<file path="src/rtl/rr_mux_sel_arbiter.sv">
// rtl/rr_mux_sel_arbiter.sv - round-robin arbiter driving a registered 4:1 mux select
module rr_mux_sel_arbiter #(
    parameter int MAX_HOLD = 8,
    localparam int CNT_W = $clog2(MAX_HOLD + 1)
) (
    input  logic             clk,
    input  logic             rst_n,
    input  logic             en,
    input  logic [3:0]       req,
    output logic [3:0]       gnt,
    output logic [1:0]       sel,
    output logic             gnt_valid,
    output logic [CNT_W-1:0] hold_cnt
);

    localparam logic [0:0] ST_IDLE  = 1'b0;
    localparam logic [0:0] ST_GRANT = 1'b1;

    localparam logic [CNT_W-1:0] LP_LAST = CNT_W'(MAX_HOLD - 1);
    localparam logic [CNT_W-1:0] LP_MAX  = CNT_W'(MAX_HOLD);

    logic [0:0]       r_state;
    logic [1:0]       r_ptr;
    logic [3:0]       r_gnt;
    logic [1:0]       r_sel;
    logic             r_gnt_valid;
    logic [CNT_W-1:0] r_hold_cnt;
    logic [3:0]       r_req_prev;

    logic [0:0]       w_state_nxt;
    logic [1:0]       w_ptr_nxt;
    logic [1:0]       w_sel_nxt;
    logic [3:0]       w_gnt_nxt;
    logic [CNT_W-1:0] w_hold_nxt;
    logic [3:0]       w_owner_oh;
    logic [3:0]       w_others;
    logic [1:0]       w_after;
    logic             w_expired;

    // First set bit of v, searching start, start+1, ... modulo 4; caller guarantees v != 0.
    function automatic logic [1:0] f_rr_pick(input logic [3:0] v, input logic [1:0] start);
        logic [1:0] idx;
        f_rr_pick = start;
        for (int k = 3; k >= 0; k--) begin
            idx = start + 2'(k);
            if (v[idx]) begin
                f_rr_pick = idx;
            end
        end
    endfunction

    // The owner is always the current select; others excludes it so it ranks last on rotation.
    assign w_owner_oh = 4'b0001 << r_sel;
    assign w_others   = req & ~w_owner_oh;
    assign w_after    = r_sel + 2'd1;
    assign w_expired  = (r_hold_cnt == LP_LAST);

    // Next-state and next-output decision for the two-state grant machine.
    always_comb begin
        w_state_nxt = r_state;
        w_ptr_nxt   = r_ptr;
        w_sel_nxt   = r_sel;
        w_gnt_nxt   = r_gnt;
        w_hold_nxt  = r_hold_cnt;
        case (r_state)
            ST_IDLE: begin
                w_gnt_nxt  = 4'b0000;
                w_hold_nxt = '0;
                if (en && (req != 4'b0000)) begin
                    w_sel_nxt   = f_rr_pick(req, r_ptr);
                    w_gnt_nxt   = 4'b0001 << w_sel_nxt;
                    w_state_nxt = ST_GRANT;
                end
            end
            ST_GRANT: begin
                if (!en) begin
                    w_state_nxt = ST_IDLE;
                    w_gnt_nxt   = 4'b0000;
                    w_hold_nxt  = '0;
                    w_ptr_nxt   = w_after;
                end else if (!req[r_sel]) begin
                    w_ptr_nxt  = w_after;
                    w_hold_nxt = '0;
                    if (w_others != 4'b0000) begin
                        w_sel_nxt = f_rr_pick(w_others, w_after);
                        w_gnt_nxt = 4'b0001 << w_sel_nxt;
                    end else begin
                        w_state_nxt = ST_IDLE;
                        w_gnt_nxt   = 4'b0000;
                    end
                end else if (w_expired) begin
                    // Expiry hands over only when someone else waits; otherwise re-grant in place.
                    w_hold_nxt = '0;
                    if (w_others != 4'b0000) begin
                        w_sel_nxt = f_rr_pick(w_others, w_after);
                        w_gnt_nxt = 4'b0001 << w_sel_nxt;
                        w_ptr_nxt = w_after;
                    end
                end else begin
                    w_hold_nxt = r_hold_cnt + CNT_W'(1);
                end
            end
            default: begin
                w_state_nxt = ST_IDLE;
                w_gnt_nxt   = 4'b0000;
                w_hold_nxt  = '0;
            end
        endcase
    end

    // Register every output so the downstream mux select never glitches.
    always_ff @(posedge clk or negedge rst_n) begin
        if (!rst_n) begin
            r_state     <= ST_IDLE;
            r_ptr       <= 2'd0;
            r_gnt       <= 4'b0000;
            r_sel       <= 2'd0;
            r_gnt_valid <= 1'b0;
            r_hold_cnt  <= '0;
        end else begin
            r_state     <= w_state_nxt;
            r_ptr       <= w_ptr_nxt;
            r_gnt       <= w_gnt_nxt;
            r_sel       <= w_sel_nxt;
            r_gnt_valid <= (w_state_nxt == ST_GRANT);
            r_hold_cnt  <= w_hold_nxt;
        end
    end

    // Consistency checks on the registered outputs; req is remembered for the ownership check.
    always_ff @(posedge clk or negedge rst_n) begin
        if (!rst_n) begin
            r_req_prev <= 4'b0000;
        end else begin
            assert ($onehot0(r_gnt))
                else $error("rr_mux_sel_arbiter: gnt not one-hot/zero at %0t", $time);
            assert (r_gnt_valid == (r_gnt != 4'b0000))
                else $error("rr_mux_sel_arbiter: gnt_valid inconsistent at %0t", $time);
            assert (!r_gnt_valid || r_gnt[r_sel])
                else $error("rr_mux_sel_arbiter: gnt[sel] clear while valid at %0t", $time);
            assert (r_hold_cnt < LP_MAX)
                else $error("rr_mux_sel_arbiter: hold_cnt out of range at %0t", $time);
            assert (!r_gnt_valid || r_req_prev[r_sel])
                else $error("rr_mux_sel_arbiter: owner had no request at %0t", $time);
            r_req_prev <= req;
        end
    end

    assign gnt       = r_gnt;
    assign sel       = r_sel;
    assign gnt_valid = r_gnt_valid;
    assign hold_cnt  = r_hold_cnt;

endmodule

</file>
<file path="config.mk">
export PLATFORM = sky130hd
export DESIGN_NAME = rr_mux_sel_arbiter
export DESIGN_NICKNAME = d
export VERILOG_FILES = /design/src/rtl/rr_mux_sel_arbiter.sv
export SDC_FILE = /design/constraint.sdc
export NUM_CORES = 1
export LEC_CHECK = 0
export CAP_MARGIN = 5
export CORE_ASPECT_RATIO = 1.75
export CORE_MARGIN = 3
export CORE_UTILIZATION = 40
export DETAILED_ROUTE_END_ITERATION = 6
export SETUP_SLACK_MARGIN = 0.15
export SLEW_MARGIN = 40
export SYNTH_ARGS = -nofsm -noshare
export SYNTH_HDL_FRONTEND = slang
export SYNTH_SLANG_ARGS = --single-unit
</file>
<file path="constraint.sdc">
create_clock -name clk -period 2.1 [get_ports clk]
set_input_delay 0.42 -clock clk [delete_from_list [all_inputs] [get_ports clk]]
set_output_delay 0.42 -clock clk [all_outputs]
set_load 0.01 [all_outputs]
</file>
### Yosys cells after proc, flatten, opt, wreduce, memory -nomap -nowiden

Cells that the tools add are included.

| word-level totals | value |
|---|---|
| memories kept | 0 |
| output and inout port bits | 11 |
| bits in registers | 13 |
| latch bits | 0 |
| memory bits (writable) | 0 |
| bits of input ports | 7 |
| bits in read-only memories | 0 |

| operators by class | value |
|---|---|
| divide/modulo/power cells | 0 |
| order comparisons | 9 |
| add/sub/neg operators | 8 |
| mux-type cells | 63 |
| shift operators | 4 |
| bitwise operators | 3 |
| reductions and logical operators | 6 |
| multiply operators | 0 |
| eq/ne operators | 9 |

Operator list:

| operator | count |
|---|---|
| $mux W2 | 28 |
| $mux W4 | 9 |
| $lt A2 B3 Y1 const B | 9 |
| $bmux W1 S2 | 9 |
| $pmux W4 S2 | 2 |
| $shl A1 B2 Y4 const A | 4 |
| $mux W1 | 13 |
| $add A2 B2 Y2 const B | 4 |
| $reduce_bool A4 Y1 | 2 |
| $add A2 B1 Y2 const B | 3 |
| $ne A3 B3 Y1 const B | 2 |
| $add A4 B1 Y4 const B | 1 |
| $and A4 B4 Y4 | 1 |
| $eq A4 B3 Y1 const B | 1 |
| $ne A2 B2 Y1 const B | 2 |
| $ne A4 B3 Y1 const B | 1 |
| $ne A4 B4 Y1 const B | 1 |
| $not A4 Y4 | 1 |
| $pmux W2 S2 | 1 |
| $reduce_and A4 Y1 | 1 |
| $ne A3 B2 Y1 const B | 1 |
| $reduce_and A3 Y1 | 1 |
| $ne A2 B1 Y1 const B | 1 |
| $pmux W1 S2 | 1 |
| 3 further kinds | 3 |

### Longest topological paths before layout

Gate-level depths: netlist (run 1).

| logic depth | value |
|---|---|
| depth in word-level cells | 20 |
| depth in mapped cells | 7 |
| mapped depth without buffers | 7 |

### Worst setup path after synthesis (run 1)

Ideal clock, no wire load.

| path | value |
|---|---|
| path type | reg2reg |
| start | reg r_sel[0], in the netlist sel[0] |
| end | reg r_gnt[1], in the netlist gnt[1] |
| arrival time | 1891 ps |
| path slack | 83 ps |
| required time | 1974 ps |
| cell stages (with the launch flop) | 8 |
| cells stage by stage | dfrtp_1 -> inv_1 -> ha_1 -> inv_1 -> o22a_1 -> nand3_1 -> and2b_1 -> a221o_1 |

RTL lines:

| item | RTL line | RTL |
|---|---|---|
| start, declared | 25 | `logic [1:0] r_sel;` |
| start signal, assigned | 124 | `r_sel <= w_sel_nxt;` |
| $add A2 B1 Y2 (*) | 55 | `assign w_after = r_sel + 2'd1;` |
| named net w_after[0] | 37 | `logic [1:0] w_after;` |
| $add A2 B2 Y2 | 45 | `idx = start + 2'(k);` |
| $bmux W1 S2 | 46 | `if (v[idx]) begin` |
| $mux W1 (not written as such) | 46 |  |
| $mux W2 (3 in series) | 46 |  |
| $mux W2 (*) | 46 |  |
| $mux W2 (*) | 84, 94 |  |
| [2 not listed] | n/a |  |
| $mux W2 | 76 | `if (!en) begin` |
| $mux W2 | 65 | `case (r_state)` |
| $shl A1 B2 Y4 | 96 | `w_gnt_nxt = 4'b0001 << w_sel_nxt;` |
| $mux W4 | 94 | `if (w_others != 4'b0000) begin` |
| $mux W4 | 91 | `end else if (w_expired) begin` |
| $mux W4 (*) | 81 | `end else if (!req[r_sel]) begin` |
| $mux W4 (*) | 76 |  |
| $pmux W4 S2 (*) | 65 |  |
| end signal, assigned | 123 | `r_gnt <= w_gnt_nxt;` |
| end, declared | 24 | `logic [3:0] r_gnt;` |

Mark *: on every way through the listed nets, which the timed path passes. The rest lies on a longest branch. The select of a mux whose other input is x is not followed.
A chain may end at the register's enable or synchronous reset.

### Final worst setup path (run 1)

| path | value |
|---|---|
| start | reg r_sel[1], in the netlist sel[1] |
| end | reg r_gnt[3], in the netlist gnt[3] |

| on the way | value |
|---|---|
| cells in the longest elaborated chain, start to end | 20 |

RTL lines:

| item |
|---|
| branches (longest 20 deep; another with $add A2 B1 Y2) |

Several ways; the timed one is not identified. The select of a mux whose other input is x is not followed.

==> flow_summary_export.csv, run 1 <==
group,metric,value,unit
synthesis,postSynthNetCount,115,
placement,port_buffers,17,
pwr,power_leakage,0.6314,nW
worst_setup_path,timing.critical_path.fanout_max,4,
synthesis,synth.distinct_cells,39,
clock_network,cts_root_buf,"clkbuf_4",
placement,gp_congestion,0.8314,
global_routing,grt_pass1_vias,998,
worst_hold_path,holdPathStages,1,
drt,met3WireLength,91,µm
pwr,finalPower,1.892,mW
floorplanning,die_height,70.67,µm
worst_setup_path,path_depth,6,
synthesis,ys_warn_count,0,
worst_setup_path,r2r_start,"sel[1]",
cells_and_area,post-route-util,66.80,%
placement,dpl_cell_area,1281,µm²
drt,top_layer_used,"met4",
worst_setup_path,endpoint,"gnt[3]",
floorplanning,fp.dieW,42.96,µm
cells_and_area,area_growth,51.96,%
clock_network,htreeDepth,1,
drt,wl_met2,1445,µm
synthesis,synth-edff-count,0,
drt,met1_length,1037,µm
synthesis,ys_async_sr_fraction,100.0,%
clock_network,cts_buffer_depth,2,
synthesis,netlist_area,955.9,µm²
clock_network,holdBufCountCts,0,
worst_setup_path,crit_start,"sel[1]",
sta,hold_viol,0,
worst_setup_path,end_kind,"register",
pwr,ir_drop,0.6403,mV
synthesis,synth_top_area_cell,"dfrtp_1",
floorplanning,core_region_area,2175,µm²
worst_setup_path,crit_buf_inv,2,
synthesis,yosys.area.top_type_share,34.03,%
worst_setup_path,critPathLaunchType,"register",
drt,via_per_inst,5.637,
status,outcome,"finished clean",
floorplanning,die_area,3036,µm²
worst_setup_path,required,2270,ps
drt,drt-initial-drc-count,13,
synthesis,yosysSeqAreaShare,34.03,%
sta,grt_setup_unrepaired,"yes",
synthesis,syn_inst,103,
job,max_cap_viol_count,0,
sta,finalSetupViolCount,0,
worst_setup_path,path_cells,"buf_6, mux4_2, buf_4, nand3_2, a21oi_4, a221o_1",
synthesis,syn_area_per_cell,9.281,µm²
worst_hold_path,min_path_type,"register to register",
clock_network,cts_buffers,3,
cells_and_area,drive_above_1_share,36.73,%
floorplanning,initial_core_util,43.96,%
sta,maxSlewHeadroom,58.60,%
clock_network,clk_latency,280,ps
drt,dr_total_vias,964,
sta,drv_slew,0,
global_routing,antenna_found_initial,0,
cells_and_area,antennaDiodeCount,0,
floorplanning,rows,22,
clock_network,tritoncts,"yes",
synthesis,synthTopCellsByArea,"dfrtp_1 34%, ha_1 6.5%, nand2_1 3.5%",
clock_network,cts.sinks,13,
sta,worstMarginPinSlew,619.1,ps
clock_network,clk_pin_slew,80,ps
synthesis,yosys_most_used_dff,"dfrtp_1",
global_routing,grt_max_degree,14,
floorplanning,ioPinCount,18,
sta,skew,0.4239,ps
pwr,power_density,1303,nW/µm²
drt,wl_per_cell,15.47,µm
worst_setup_path,worstSetupPathType,"register to register",
cells_and_area,fin_nets,160,
worst_setup_path,slowest_delay,550,ps
drt,postRouteAntennaNets,0,
worst_setup_path,rr_endpoint,"gnt[3]",
cells_and_area,postLayoutCellArea,1453,µm²
drt,drc,0,
worst_setup_path,cp_slowest_cell,"mux4_2",
placement,dp_hpwl,1939,µm
global_routing,grt_pass1_wl,4478,µm
worst_setup_path,cpLargestDelayFamily,"multiplexers",
worst_setup_path,critPathArrivalTime,2080,ps
sta,max_freq,523.0,MHz
drt,routed_wl,2646,µm
sta,layout_min_cycle_time,1912,ps
drt,drtPass1Iterations,4,
cells_and_area,nFillCells,182,
sta,fin_crit_sh,91.06,%
synthesis,synth_seq_cells,13,
global_routing,track_usage,19.14,%
worst_setup_path,rrSetupSlack,190,ps
global_routing,grt-ovfl-total,0,
worst_setup_path,r2r_cells,6,
-- worst min path at each step --
stage / start / end / slack, ps
6_report: hold_cnt[0] / hold_cnt[0] / 490
5_1_grt: hold_cnt[0] / hold_cnt[0] / 510
4_1_cts: gnt[0] / gnt[0] / 510
3_5_place_dp: gnt[0] / gnt[0] / 490
3_3_place_gp: gnt[0] / gnt[0] / 480
2_1_floorplan: rst_n / gnt[0] / 120
-- report_power, final --
| part | total [mW] | switching [mW] | leakage (nW) | internal (mW) |
|---|---|---|---|---|
| combinational | 1.30 | 0.586 | 0.450 | 0.716 |
| clock | 0.160 | 0.0861 | 0.0150 | 0.0738 |
| sequential | 0.430 | 0.100 | 0.166 | 0.329 |
-- layout make-up --
| cell class | instances | area (µm²) | share of cell area, % |
|---|---|---|---|
| Clock buffer | 4 | 26.28 | 1.809 |
| Inverter | 7 | 31.28 | 2.153 |
| Multi-Input combinational cell | 82 | 691.9 | 47.63 |
| Sequential cell | 13 | 327.8 | 22.57 |
| Tap cell | 24 | 30.03 | 2.067 |
| Timing Repair Buffer | 41 | 345.3 | 23.77 |
-- Yosys cell counts, types with 3 or more instances --
cell type   n
mux2i_1     3
ha_1        5
dfrtp_1    13
a21oi_1     4
nand3_1     5
nor3_1      3
nor2_1      7
nor2b_1     4
nand2b_1    5
inv_1       7
nand2_1     9
o211ai_1    3
-- sequential cells by signal, summed over array words and instances, names as in the netlist --
register,cells
sel,2
hold_cnt,4
gnt_valid,1
r_ptr,2
gnt,4
-- per-layer routing --
layer,track usage [%],up-vias
met4,11.41,0
met2,32.44,23
met1,22.36,459
met3,2.290,8
met5,0,-
li1,-,474
-- placed cells by master, fill, tap and decap left out, drive strengths merged, types with 2 or more instances in the layout --
cell type       n
ha              5
a22oi           2
a21oi           4
nor3b           2
o211ai          3
o221ai          3
nor2b           4
clkdlybuf4s50  13
dfrtp          13
mux2            2
clkbuf          5
nand3           6
inv             7
a221o           2
dlygate4sd2     3
o22ai           2
nand2b          6
buf            24
nand2           9
nor3            3
o21ai           3
nor2            7
and2b           2
mux2i           3
-- worst reg2reg max path, delay by kind of cell (launching register included) --
family                 cells  cell delay (ps)
buffers and inverters      2              300
DFF                        1              460
muxes                      1              550
and+or+nand+nor            1               90
AOI/OAI and AO/OA          2              390
-- logic make-up (layout without fill, tap and decap cells) --
family,count (synthesis),in the layout,share of synthesized area (%)
compound gates,25,25,20.16
flops,13,13,34.03
simple gates,44,44,25.65
fa+ha+maj,5,5,6.545
xor+xnor,2,2,1.833
mux,6,6,7.853
buf+inv,8,52,3.927
-- what timing repair did --
item                       CTS  global route
setup endpoints to repair    5             6
pin swaps                    2             3
buffers inserted             2             4
gates resized for setup     14            17
-- per-stage QoR --
step	std cells	hold slack (ps)	setup slack, ps	TNS [ps]
after floorplan	103	124.4	168.8	0
after global placement	161	477.6	-195.8	-1095
after detailed placement	161	493.9	-206.3	-1155
after CTS	167	508.3	179.7	0
after global routing	171	509.3	133.9	0
final	171	486.0	187.8	0
(Power assumes the default switching activity.)
==> run 2, diff against run 1 <==
--- a/config.mk
+++ b/config.mk
@@ -6,10 +6,10 @@
 export NUM_CORES = 1
 export LEC_CHECK = 0
 export CAP_MARGIN = 5
-export CORE_ASPECT_RATIO = 1.75
 export CORE_MARGIN = 3
-export CORE_UTILIZATION = 40
+export CORE_UTILIZATION = 50
 export DETAILED_ROUTE_END_ITERATION = 6
+export PLACE_DENSITY = 0.77
 export SETUP_SLACK_MARGIN = 0.15
 export SLEW_MARGIN = 40
 export SYNTH_ARGS = -nofsm -noshare
==> run 2 against run 1 <==
Net effect:
- non-clock buffer count grew 2
- sequential power increased by 2%
- core utilization up 17 points
- critical endpoint is now sel[0]
- sequential share of layout area down 0.34 points
- largest power group unchanged
- power grew 1.7%
- count of clock-buffer cells in the layout did not move
- first-iteration DRC count down 31%
- global-route usage is 3.7 points higher
- worst setup slack got worse by 45 ps
- highest routed layer unchanged
- final cell count grew 1.8%
==> flow_summary_export.csv, run 2 (same netlist as run 1, synthesis figures left out) <==
group,metric,value,unit
sta,max_freq,510.9,MHz
worst_setup_path,r2r_cells,8,
cells_and_area,seqCellArea,327.8,µm²
cells_and_area,layout_commonest_cell,"buf_4",
pwr,finalPower,1.924,mW
pwr,switchingPower,0.8027,mW
worst_hold_path,min_path_type,"primary input to async pin",
sta,skew,6.420,ps
clock_network,cts_buffers,3,
pwr,sequentialPowerShare,22.7,%
worst_setup_path,critPathLaunchType,"register",
sta,fin_crit_sh,93.21,%
sta,setup-tns-final,0,ps
cells_and_area,nFillCells,118,
pwr,power_leakage,0.6692,nW
cells_and_area,final_cell_mix,"25 x buf_4, 13 x clkdlybuf4s50_1, 11 x dfrtp_1",
global_routing,grt_max_degree,14,
status,outcome,"finished clean",
global_routing,grt_pass1_wl,4436,µm
sta,finalSetupViolCount,0,
clock_network,htreeDepth,1,
cells_and_area,fin_nets,162,
cells_and_area,antennaDiodeCount,0,
placement,dp_hpwl,1862,µm
floorplanning,ioPinCount,18,
worst_setup_path,timing.critical_path.fanout_max,6,
sta,worstMarginPinSlew,577.3,ps
clock_network,clk_latency,280,ps
global_routing,antenna_found_initial,0,
pwr,power_density,1304,nW/µm²
sta,maxSlewHeadroom,61.39,%
sta,layout_min_cycle_time,1957,ps
floorplanning,die_height,49.73,µm
drt,dr_total_vias,972,
drt,drtPass1Iterations,4,
pwr,clockPowerShare,8.2,%
placement,dpl_cell_area,1297,µm²
clock_network,holdBufCountCts,0,
worst_setup_path,required,2320,ps
clock_network,cts_buffer_depth,2,
placement,gp_congestion,0.9306,
worst_setup_path,rrSetupSlack,140,ps
pwr,intPower,1.121,mW
pwr,ir_drop,0.9097,mV
drt,postRouteAntennaNets,0,
pwr,combPwrFrac,69.1,%
global_routing,grt-ovfl-total,0,
sta,hold_viol,0,
floorplanning,core_region_area,1764,µm²
sta,holdWs,503.6,ps
worst_setup_path,end_kind,"register",
clock_network,clk_pin_slew,80,ps
placement,port_buffers,17,
floorplanning,die_area,2473,µm²
worst_setup_path,worstSetupPathType,"register to register",
cells_and_area,postLayoutCellArea,1475,µm²
sta,drv_slew,0,
clock_network,tritoncts,"yes",
drt,via_per_inst,5.586,
drt,drt-initial-drc-count,9,
worst_setup_path,r2r_start,"sel[0]",
job,max_cap_viol_count,0,
floorplanning,initial_core_util,54.18,%
pwr,netSwitchingFraction,41.73,%
worst_setup_path,rr_endpoint,"sel[0]",
cells_and_area,area_growth,54.32,%
drt,wl_per_cell,15.98,µm
drt,routed_wl,2781,µm
cells_and_area,drive_above_1_share,36.24,%
drt,drc,0,
clock_network,cts.sinks,13,
global_routing,grt_pass1_vias,995,
worst_setup_path,critPathArrivalTime,2180,ps
sta,grt_setup_unrepaired,"yes",
floorplanning,rows,15,
floorplanning,fp.dieW,49.73,µm
clock_network,cts_root_buf,"clkbuf_4",
global_routing,track_usage,22.82,%
cells_and_area,multi_input_area,683.2,µm²
==> run 2: cell types whose count changed in the layout (fill, tap and decap cells not counted), sizes merged <==
| cell | change |
|---|---|
| dlymetal6s2s | +3 |
| clkbuf | -1 |
| dlygate4sd2 | -2 |
| buf | +2 |
==> run 2: critical path, cell delays in order, from the launching register on <==
cell and delay [ps]:
dfrtp_2 480, ha_1 250, nand2b_4 160, buf_4 140, o211ai_1 100, o21ai_1 130
buf_4 160, o31ai_1 270, mux2_2 200
==> run 2: area by class of cell <==
| type | count | share of cell area (%) |
|---|---|---|
| inverters | 7 | 2.120 |
| flip-flops and latches | 13 | 22.22 |
| multi-input cells | 82 | 46.31 |
| repair buffers | 43 | 25.45 |
| well taps | 25 | 2.120 |
| clock buffers | 4 | 1.781 |
==> run 2: per-stage QoR <==
stage	setup slack (ps)	util, %	instances
after floorplan	168.8	-	103
after global placement	-85.55	73.55	164
after detailed placement	-119.7	73.55	164
after CTS	137.1	78.16	172
after global routing	48.74	83.62	174
final	142.7	83.62	174
==> run 2: how the worst max path moves through the flow <==
stage	slack, ps	cells past startpoint	endpoint	startpoint
after floorplan	170	7	gnt[1]	sel[1]
after global placement	-90	4	r_ptr[1]	req[3]
after detailed placement	-120	5	sel[0]	req[0]
after CTS	140	7	gnt[1]	sel[0]
after global routing	50	8	sel[0]	sel[0]
final	140	8	sel[0]	sel[0]
==> run 2: repair_timing <==
action,CTS,global route
pin swaps,2,4
buffers inserted,4,2
cloned,0,0
setup endpoints to repair,6,7
resized for setup,6,21
==> run 2: power groups by stage <==
stage          Clock (mW)  Combinational, mW  Sequential, mW
2_1_floorplan           0              0.544           0.436
3_3_place_gp            0              0.998           0.429
3_5_place_dp            0               1.03           0.435
4_1_cts             0.160               1.15           0.424
5_1_grt             0.171               1.44           0.448
6_report            0.157               1.33           0.437
==> run 2: per-layer routing <==
| layer | vias up | part of all wire, % | track usage, % |
|---|---|---|---|
| met5 | - | 0 | 0 |
| met4 | 0 | 0.36 | 4.147 |
| met3 | 2 | 6.5 | 5.740 |
| met2 | 38 | 49 | 37.67 |
| met1 | 461 | 44 | 30.29 |
| li1 | 471 | - | - |
==> run 3, diff against run 2 <==
==> constraint.sdc (replaced) <==
create_clock -name clk -period 2.1 [get_ports clk]
set_input_delay 0.315 -clock clk [delete_from_list [all_inputs] [get_ports clk]]
set_output_delay 0.315 -clock clk [all_outputs]
set_load 0.01 [all_outputs]
==> run 3 against run 2 <==
Net effect:
- count of clock-buffer cells in the layout is the same
- largest cell class unchanged
- worst setup slack gained 70 ps
- critical path depth grew 1
==> flow_summary_export.csv, run 3 (same netlist as run 1, synthesis figures left out) <==
group,metric,value,unit
worst_setup_path,timing.critical_path.fanout_max,6,
floorplanning,fp.dieW,49.73,µm
floorplanning,die_height,49.73,µm
pwr,power_density,1310,nW/µm²
clock_network,tritoncts,"yes",
pwr,ir_drop,0.8102,mV
clock_network,cts_root_buf,"clkbuf_4",
sta,max_freq,529.9,MHz
clock_network,cts.sinks,13,
clock_network,htreeDepth,1,
worst_setup_path,worstSetupPathType,"register to register",
floorplanning,die_area,2473,µm²
drt,dr_total_vias,971,
placement,gp_congestion,0.9714,
job,max_cap_viol_count,0,
cells_and_area,final_cell_mix,"20 x buf_4, 16 x clkdlybuf4s50_1, 11 x dfrtp_1",
worst_setup_path,crit_start,"sel[0]",
clock_network,clk_latency,280,ps
cells_and_area,area_growth,44.90,%
pwr,power_leakage,0.6143,nW
drt,postRouteAntennaNets,0,
worst_hold_path,min_path_type,"primary input to async pin",
sta,hold_viol,0,
global_routing,grt_max_degree,14,
cells_and_area,post-route-util,78.51,%
cells_and_area,layout_commonest_cell,"buf_4",
status,outcome,"finished clean",
sta,finalSetupViolCount,0,
drt,drc,0,
sta,fin_crit_sh,89.86,%
floorplanning,initial_core_util,54.18,%
sta,holdWs,404.9,ps
worst_setup_path,end_kind,"register",
placement,dp_hpwl,1955,µm
floorplanning,ioPinCount,18,
placement,port_buffers,17,
sta,layout_min_cycle_time,1887,ps
global_routing,grt_pass1_vias,1004,
global_routing,grt_pass1_wl,4692,µm
drt,drtPass1Iterations,4,
floorplanning,rows,15,
placement,pre_cts_ws,-13.18,ps
sta,drv_slew,0,
worst_setup_path,required,2290,ps
pwr,finalPower,1.815,mW
worst_setup_path,r2r_start,"sel[0]",
drt,drt-initial-drc-count,19,
worst_setup_path,critPathArrivalTime,2080,ps
cells_and_area,drive_above_1_share,30.07,%
sta,skew,8.963,ps
sta,maxSlewHeadroom,59.53,%
cells_and_area,fin_nets,156,
drt,routed_wl,2805,µm
sta,grt_setup_unrepaired,"no",
worst_setup_path,critPathLaunchType,"register",
floorplanning,core_region_area,1764,µm²
cells_and_area,antennaDiodeCount,0,
clock_network,cts_buffers,3,
sta,fin_ws,212.9,ps
sta,worstMarginPinSlew,605.2,ps
clock_network,clk_pin_slew,90,ps
clock_network,cts_buffer_depth,2,
global_routing,grt-ovfl-total,0,
drt,via_per_inst,5.780,
global_routing,antenna_found_initial,0,
global_routing,track_usage,24.90,%
drt,wl_per_cell,16.70,µm
cells_and_area,nFillCells,142,
[run 3: cell count changes in the layout (fill, tap and decap cells not counted), sizes merged]
cell	change
clkdlybuf4s50	+3
dlymetal6s2s	-2
buf	-6
dlygate4sd2	-1
[run 3: final cells by class]
cell class / instances / area (µm²) / share of cell area [%]
clock buffer: 4 / 26.28 / 1.897
inverter: 7 / 28.78 / 2.078
multi-input combinational: 82 / 648.1 / 46.79
sequential: 13 / 327.8 / 23.67
tap: 25 / 31.28 / 2.258
timing repair buffer: 37 / 322.8 / 23.31
[run 3: worst paths after layout]
path	end	slack [ps]	cells past startpoint
setup / recovery	r_ptr[0]	210	9
hold / removal	gnt_valid	400	1
setup reg to reg	r_ptr[0]	210	9
hold reg to reg	gnt[0]	510	2
max in group asynchronous	sel[1]	1270	1
min in group clk	gnt[0]	510	2
[run 3: through the flow]
step,TNS (ps),area (µm²),std cells
floorplan,0,957.2,103
global route,0,1385,168
global placement,0,1267,160
detailed placement,-18.56,1267,160
finish,0,1385,168
CTS,0,1344,168
[run 3: where the power goes]
part,internal (mW),switching [mW]
clock,0.0737,0.0899
sequential,0.329,0.0958
combinational,0.643,0.583
total,1.05,0.769
[run 3: per-layer routing]
metal | routed length [µm] | GRT usage, %
met5 | 0 | 0
met4 | 16 | 7.373
met3 | 99 | 4.834
met2 | 1439 | 43.17
met1 | 1250 | 30.94
[run 3: worst max-delay path: stages (launching register included)]
cell and delay, ps:
dfrtp_2 440, inv_4 60, ha_1 220, nand2b_4 150, nand4_1 110, buf_4 140
nand2_1 60, a31oi_2 230, buf_4 160, mux2i_1 210
[run 3: timing repair]
action | in CTS | in global routing
hold endpoints to repair | 0 | 0
pin swaps | 2 | 2
endpoints found under the setup margin | 6 | 8
resized for setup | 4 | 12
hold buffers | 0 | 0
buffers inserted | 4 | 0
